**src/rtl/spram_fifo_ext.sv**
```systemverilog
// Synchronous single-clock FIFO. Supports any depth >= 2, standard or FWFT read,
// almost-full/almost-empty thresholds, sticky overflow/underflow flags and flush.
module spram_fifo_ext #(
  parameter int DATA_WIDTH = 8,
  parameter int FIFO_DEPTH = 32,
  parameter int ADDR_WIDTH = $clog2(FIFO_DEPTH),
  parameter int FWFT       = 0,
  parameter int AF_THRESH  = FIFO_DEPTH - 2,
  parameter int AE_THRESH  = 2
) (
  input  logic                  clk,
  input  logic                  rst,
  input  logic                  flush,
  input  logic                  wen,
  input  logic [DATA_WIDTH-1:0] wdata,
  output logic                  full,
  output logic                  almost_full,
  input  logic                  ren,
  output logic [DATA_WIDTH-1:0] rdata,
  output logic                  empty,
  output logic                  almost_empty,
  output logic [ADDR_WIDTH:0]   count,
  output logic                  overflow,
  output logic                  underflow,
  input  logic                  clr_err
);

  if (FIFO_DEPTH < 2) begin : g_bad_depth
    $error("spram_fifo_ext: FIFO_DEPTH must be >= 2");
  end
  if (ADDR_WIDTH != $clog2(FIFO_DEPTH)) begin : g_bad_aw
    $error("spram_fifo_ext: ADDR_WIDTH must equal $clog2(FIFO_DEPTH)");
  end
  if (AF_THRESH < 1 || AF_THRESH > FIFO_DEPTH) begin : g_bad_af
    $error("spram_fifo_ext: AF_THRESH out of range 1..FIFO_DEPTH");
  end
  if (AE_THRESH < 0 || AE_THRESH > FIFO_DEPTH - 1) begin : g_bad_ae
    $error("spram_fifo_ext: AE_THRESH out of range 0..FIFO_DEPTH-1");
  end

  localparam logic [ADDR_WIDTH-1:0] LAST_IDX = ADDR_WIDTH'(FIFO_DEPTH - 1);
  localparam logic [ADDR_WIDTH:0]   DEPTH_C  = (ADDR_WIDTH + 1)'(FIFO_DEPTH);
  localparam logic [ADDR_WIDTH:0]   AF_C     = (ADDR_WIDTH + 1)'(AF_THRESH);
  localparam logic [ADDR_WIDTH:0]   AE_C     = (ADDR_WIDTH + 1)'(AE_THRESH);
  localparam logic [ADDR_WIDTH:0]   ONE_C    = (ADDR_WIDTH + 1)'(1);

  logic [DATA_WIDTH-1:0] mem [FIFO_DEPTH];

  logic [ADDR_WIDTH-1:0] wr_ptr_q, wr_ptr_d;
  logic [ADDR_WIDTH-1:0] rd_ptr_q, rd_ptr_d;
  logic [ADDR_WIDTH:0]   count_q, count_d;
  logic                  full_q, full_d;
  logic                  empty_q, empty_d;
  logic                  af_q, af_d;
  logic                  ae_q, ae_d;
  logic                  ovf_q, ovf_d;
  logic                  udf_q, udf_d;
  logic                  acc_w, acc_r;

  // Acceptance is decided purely from registered flags, so a rejected
  // write (or read) is never rescued by a same-cycle read (or write).
  assign acc_w = wen && !full_q  && !flush;
  assign acc_r = ren && !empty_q && !flush;

  always_comb begin
    wr_ptr_d = wr_ptr_q;
    rd_ptr_d = rd_ptr_q;
    count_d  = count_q;
    ovf_d    = ovf_q;
    udf_d    = udf_q;
    if (flush) begin
      wr_ptr_d = '0;
      rd_ptr_d = '0;
      count_d  = '0;
      ovf_d    = 1'b0;
      udf_d    = 1'b0;
    end else begin
      if (acc_w) wr_ptr_d = (wr_ptr_q == LAST_IDX) ? '0 : wr_ptr_q + 1'b1;
      if (acc_r) rd_ptr_d = (rd_ptr_q == LAST_IDX) ? '0 : rd_ptr_q + 1'b1;
      case ({acc_w, acc_r})
        2'b10:   count_d = count_q + ONE_C;
        2'b01:   count_d = count_q - ONE_C;
        default: count_d = count_q;
      endcase
      // A fresh error in the clearing cycle keeps the flag set.
      ovf_d = (ovf_q && !clr_err) || (wen && full_q);
      udf_d = (udf_q && !clr_err) || (ren && empty_q);
    end
    full_d  = (count_d == DEPTH_C);
    empty_d = (count_d == '0);
    af_d    = (count_d >= AF_C);
    ae_d    = (count_d <= AE_C);
  end

  always_ff @(posedge clk or posedge rst) begin
    if (rst) begin
      wr_ptr_q <= '0;
      rd_ptr_q <= '0;
      count_q  <= '0;
      full_q   <= 1'b0;
      empty_q  <= 1'b1;
      af_q     <= 1'b0;
      ae_q     <= 1'b1;
      ovf_q    <= 1'b0;
      udf_q    <= 1'b0;
    end else begin
      wr_ptr_q <= wr_ptr_d;
      rd_ptr_q <= rd_ptr_d;
      count_q  <= count_d;
      full_q   <= full_d;
      empty_q  <= empty_d;
      af_q     <= af_d;
      ae_q     <= ae_d;
      ovf_q    <= ovf_d;
      udf_q    <= udf_d;
    end
  end

  always_ff @(posedge clk) begin
    if (acc_w) mem[wr_ptr_q] <= wdata;
  end

  if (FWFT == 0) begin : g_std
    logic [DATA_WIDTH-1:0] rdata_q, rdata_d;

    always_comb begin
      rdata_d = rdata_q;
      if (acc_r) rdata_d = mem[rd_ptr_q];
    end

    always_ff @(posedge clk or posedge rst) begin
      if (rst) rdata_q <= '0;
      else     rdata_q <= rdata_d;
    end

    assign rdata = rdata_q;
  end else begin : g_fwft
    // Head entry is exposed directly; forced to zero while empty so reset reads 0.
    assign rdata = empty_q ? '0 : mem[rd_ptr_q];
  end

  assign full         = full_q;
  assign empty        = empty_q;
  assign almost_full  = af_q;
  assign almost_empty = ae_q;
  assign count        = count_q;
  assign overflow     = ovf_q;
  assign underflow    = udf_q;

endmodule

```
**config.mk**
```make
export PLATFORM = sky130hd
export DESIGN_NAME = spram_fifo_ext
export DESIGN_NICKNAME = d
export VERILOG_FILES = /design/src/rtl/spram_fifo_ext.sv
export SDC_FILE = /design/constraint.sdc
export NUM_CORES = 1
export LEC_CHECK = 0
export ABC_CLOCK_PERIOD_IN_PS = 8300
export CORE_ASPECT_RATIO = 0.7
export CORE_MARGIN = 2
export CORE_UTILIZATION = 45
export CTS_BUF_LIST = sky130_fd_sc_hd__clkbuf_16
export CTS_CLUSTER_DIAMETER = 50
export DETAILED_ROUTE_END_ITERATION = 8
export PLACE_DENSITY = 0.61
export SYNTH_ARGS = -nofsm -noshare
export SYNTH_HDL_FRONTEND = slang
export SYNTH_SLANG_ARGS = --single-unit
export TNS_END_PERCENT = 10
```
**constraint.sdc**
```tcl
create_clock -name clk -period 8.3 [get_ports clk]
set_input_delay 1.66 -clock clk [delete_from_list [all_inputs] [get_ports clk]]
set_output_delay 1.66 -clock clk [all_outputs]
set_load 0.005 [all_outputs]
```
==> impl_metrics.json <==
{
  "clkLatencyLatePin_ns": 0.53,
  "area_growth_syn_to_layout_pct": 12.91,
  "post_drt_wl_per_cell_um": 25.06,
  "regArea_um2": 8446,
  "via_count": 5692,
  "cts.reportedPaths.clkPinSlew_ns": 0.06,
  "status": "completed",
  "ys_seq_area_frac": 0.7322,
  "ir_worst_vdd_mv": 0.2061,
  "hold_viol": 0,
  "fin_setup_tns_ns": 0,
  "worstSetupStartpointType": "input port",
  "antenna_found_initial": 0,
  "drc": 0,
  "io_pins": 34,
  "post_cts_buffers": 0,
  "numCtsBuffers": 27,
  "synth_edf_count": 256,
  "initial_core_util": 0.4625,
  "coreArea_um2": 24920,
  "placed_cells": 916,
  "die_y_um": 137.9,
  "rsz0062_at_grt": "false",
  "reg2regPathDepth": 9,
  "globalRouteOverflowTotal": 0,
  "cellLeakagePower_nw": 4.085,
  "regToRegSetupSlack_ns": 4.81,
  "fmax_ghz": 0.1924,
  "powerDensity_nw_per_um2": 249.9,
  "hold_slack_ns": 0.5022,
  "syn_inst": 588,
  "drt-initial-drc-count": 518,
  "synth_warnings": 0,
  "ctsHtreeMaxLevel": 1,
  "syn_area_per_cell_um2": 19.60,
  "cp.required_ns": 8.72,
  "end_kind": "flip-flop",
  "cts_sinks": 286,
  "rows": 48,
  "rr_startpoint": "empty",
  "setup_violations": 0,
  "synth_fp_nets": 611,
  "maxSlewHeadroom": 0.1002,
  "crit_type": "in2reg",
  "max_cap_viol_count": 0,
  "critical_path.max_fanout": 24,
  "final_cells": 964,
  "track_usage": 0.1885,
  "finalCritPeriodShare": 0.6261,
  "cts.path.max_buffers": 3,
  "worst_pin_slew_ns": 1.345,
  "antenna_cells": 0,
  "fp.dieArea_um2": 26930,
  "syn_area_um2": 11530,
  "post-route-min-period_ns": 5.196,
  "placed_area_um2": 12160,
  "ant_nets": 0,
  "final_area_um2": 13020,
  "crit_start": "flush",
  "nNetsFinal": 643,
  "fp.dieW_um": 195.3,
  "regToRegEndpoint": "empty",
  "grt_pass1_wl_mm": 37.06,
  "grt_max_degree": 68,
  "drt-vias-per-instance": 5.905,
  "hold_path_class": "reg2reg",
  "synth_flop_cell": "edfxtp_1",
  "cts_tree": "built",
  "dp_hpwl_mm": 15.06,
  "fill_cells": 1950,
  "multiInputGateArea_um2": 2909,
  "cts_resized": 0,
  "post_route_cells_drive_above_1_share": 0.2113,
  "holdBufCountCts": 0,
  "cts-root-buf": "clkbuf_16",
  "place.gp.congestion": 0.8059,
  "maxSlewViolCount": 0,
  "fin_skew_ns": 0.007467,
  "async_flop_share": 0.1049,
  "grt_pass1_vias": 5713,
  "synth.ff_latch_count": 286,
  "synth_cell_types": 56,
  "port_buffers": 33,
  "drt-pass1-iter-count": 7,
  "cp-endpoint": "empty",
  "cp.arrival_ns": 5.62,
  "wl_mm": 24.16
}
[state kept, by name, summed over array words and instances, names as in the netlist]
name          cells
almost_empty      1
almost_full       1
rdata             8
wr_ptr_q          5
rd_ptr_q          5
overflow          1
count             6
underflow         1
full              1
empty             1
mem             256
[layout by cell type, fill, tap and decap left out, types with 2 or more instances in the layout]
cell             instances
nor2b_1                  3
buf_4                    5
xnor2_1                  2
clkbuf_16               27
or4_1                    3
nand4_1                  3
nor2_1                  49
o22ai_1                  2
nand2_1                 19
xor2_1                   2
nand3b_1                 4
nor3_1                   6
bufinv_16                3
dfstp_2                  2
clkinv_2                 4
ha_1                     9
and3_1                   2
clkinv_1                 6
mux4_2                  80
nand3_1                  2
clkdlybuf4s50_1         33
mux2i_1                 11
a22oi_1                  2
dfrtp_1                 26
a21oi_1                 11
inv_1                   14
o211ai_1                 2
o21ai_0                  2
o21ai_1                 11
nand2b_1                 3
a31oi_1                  6
edfxtp_1               256
[synth_stat cells, types with 8 or more instances]
library cell,instances,area share
a21oi_1,11,0.0048
clkbuf_1,22,0.0072
dfrtp_1,28,0.061
edfxtp_1,256,0.67
ha_1,9,0.0098
inv_1,8,0.0026
mux2i_1,11,0.0096
mux4_2,80,0.16
nand2_1,19,0.0062
nor2_1,49,0.016
o21ai_1,11,0.0048
[metal layers]
metal,vias up,track usage,wire length (um)
li1,2461,-,-
met1,2984,0.2926,11260
met2,214,0.2798,10660
met3,33,0.03818,1865
met4,0,0.03732,379
met5,-,0,0
[final cells by class]
type | instances | area share
Clock buffer | 27 | 0.05191
Clock inverter | 21 | 0.01346
Inverter | 9 | 0.002692
Multi-Input combinational cell | 258 | 0.2235
Sequential cell | 286 | 0.6489
Tap cell | 325 | 0.03124
Timing Repair Buffer | 38 | 0.02826
[logic make-up after synthesis]
group                      synth area share
DFF                                  0.7322
and+or+nand+nor                     0.04570
muxes                                0.1668
AOI/OAI and AO/OA                   0.02703
buffers and inverters               0.01541
adders and majority gates          0.009769
xor gates and xnor gates           0.003040
[power breakdown]
group / switching, mW / total [mW] / internal, mW / leakage, nW
combinational: 0.184 / 0.391 / 0.207 / 0.954
clock: 0.507 / 1.19 / 0.682 / 0.437
sequential: 0.0595 / 1.67 / 1.61 / 2.69
total: 0.751 / 3.25 / 2.50 / 4.08
[worst min path at each step]
stage | from | depth (start not counted) | slack, ns | to
CTS | rdata[0] | 2 | 0.51 | rdata[0]
global route | rdata[3] | 2 | 0.54 | rdata[3]
detailed placement | rdata[0] | 2 | 0.50 | rdata[0]
global placement | rdata[5] | 2 | 0.49 | rdata[5]
floorplan | rdata[0] | 2 | 0.48 | rdata[0]
finish | rdata[0] | 2 | 0.50 | rdata[0]
[metrics by stage]
stage | utilization | setup WS, ns | power, mW
6_report | 0.5222 | 3.104 | 3.253
5_1_grt | 0.5222 | 2.823 | 3.377
4_1_cts | 0.5222 | 3.250 | 3.285
3_5_place_dp | 0.4881 | 2.680 | 2.100
3_3_place_gp | 0.4881 | 2.912 | 2.093
2_1_floorplan | - | 4.363 | 1.919
[critical path, cell delays in order]
cell and delay [ns]:
clkdlybuf4s50_1 1.02, or3b_1 0.76, clkinv_2 0.32, ha_1 0.37
and2_1 0.17, a32oi_1 0.24, a32oi_2 0.16, o21a_1 0.21
o31a_4 0.36, nor4b_2 0.34
Note: power is estimated with default switching activity, not from simulation.
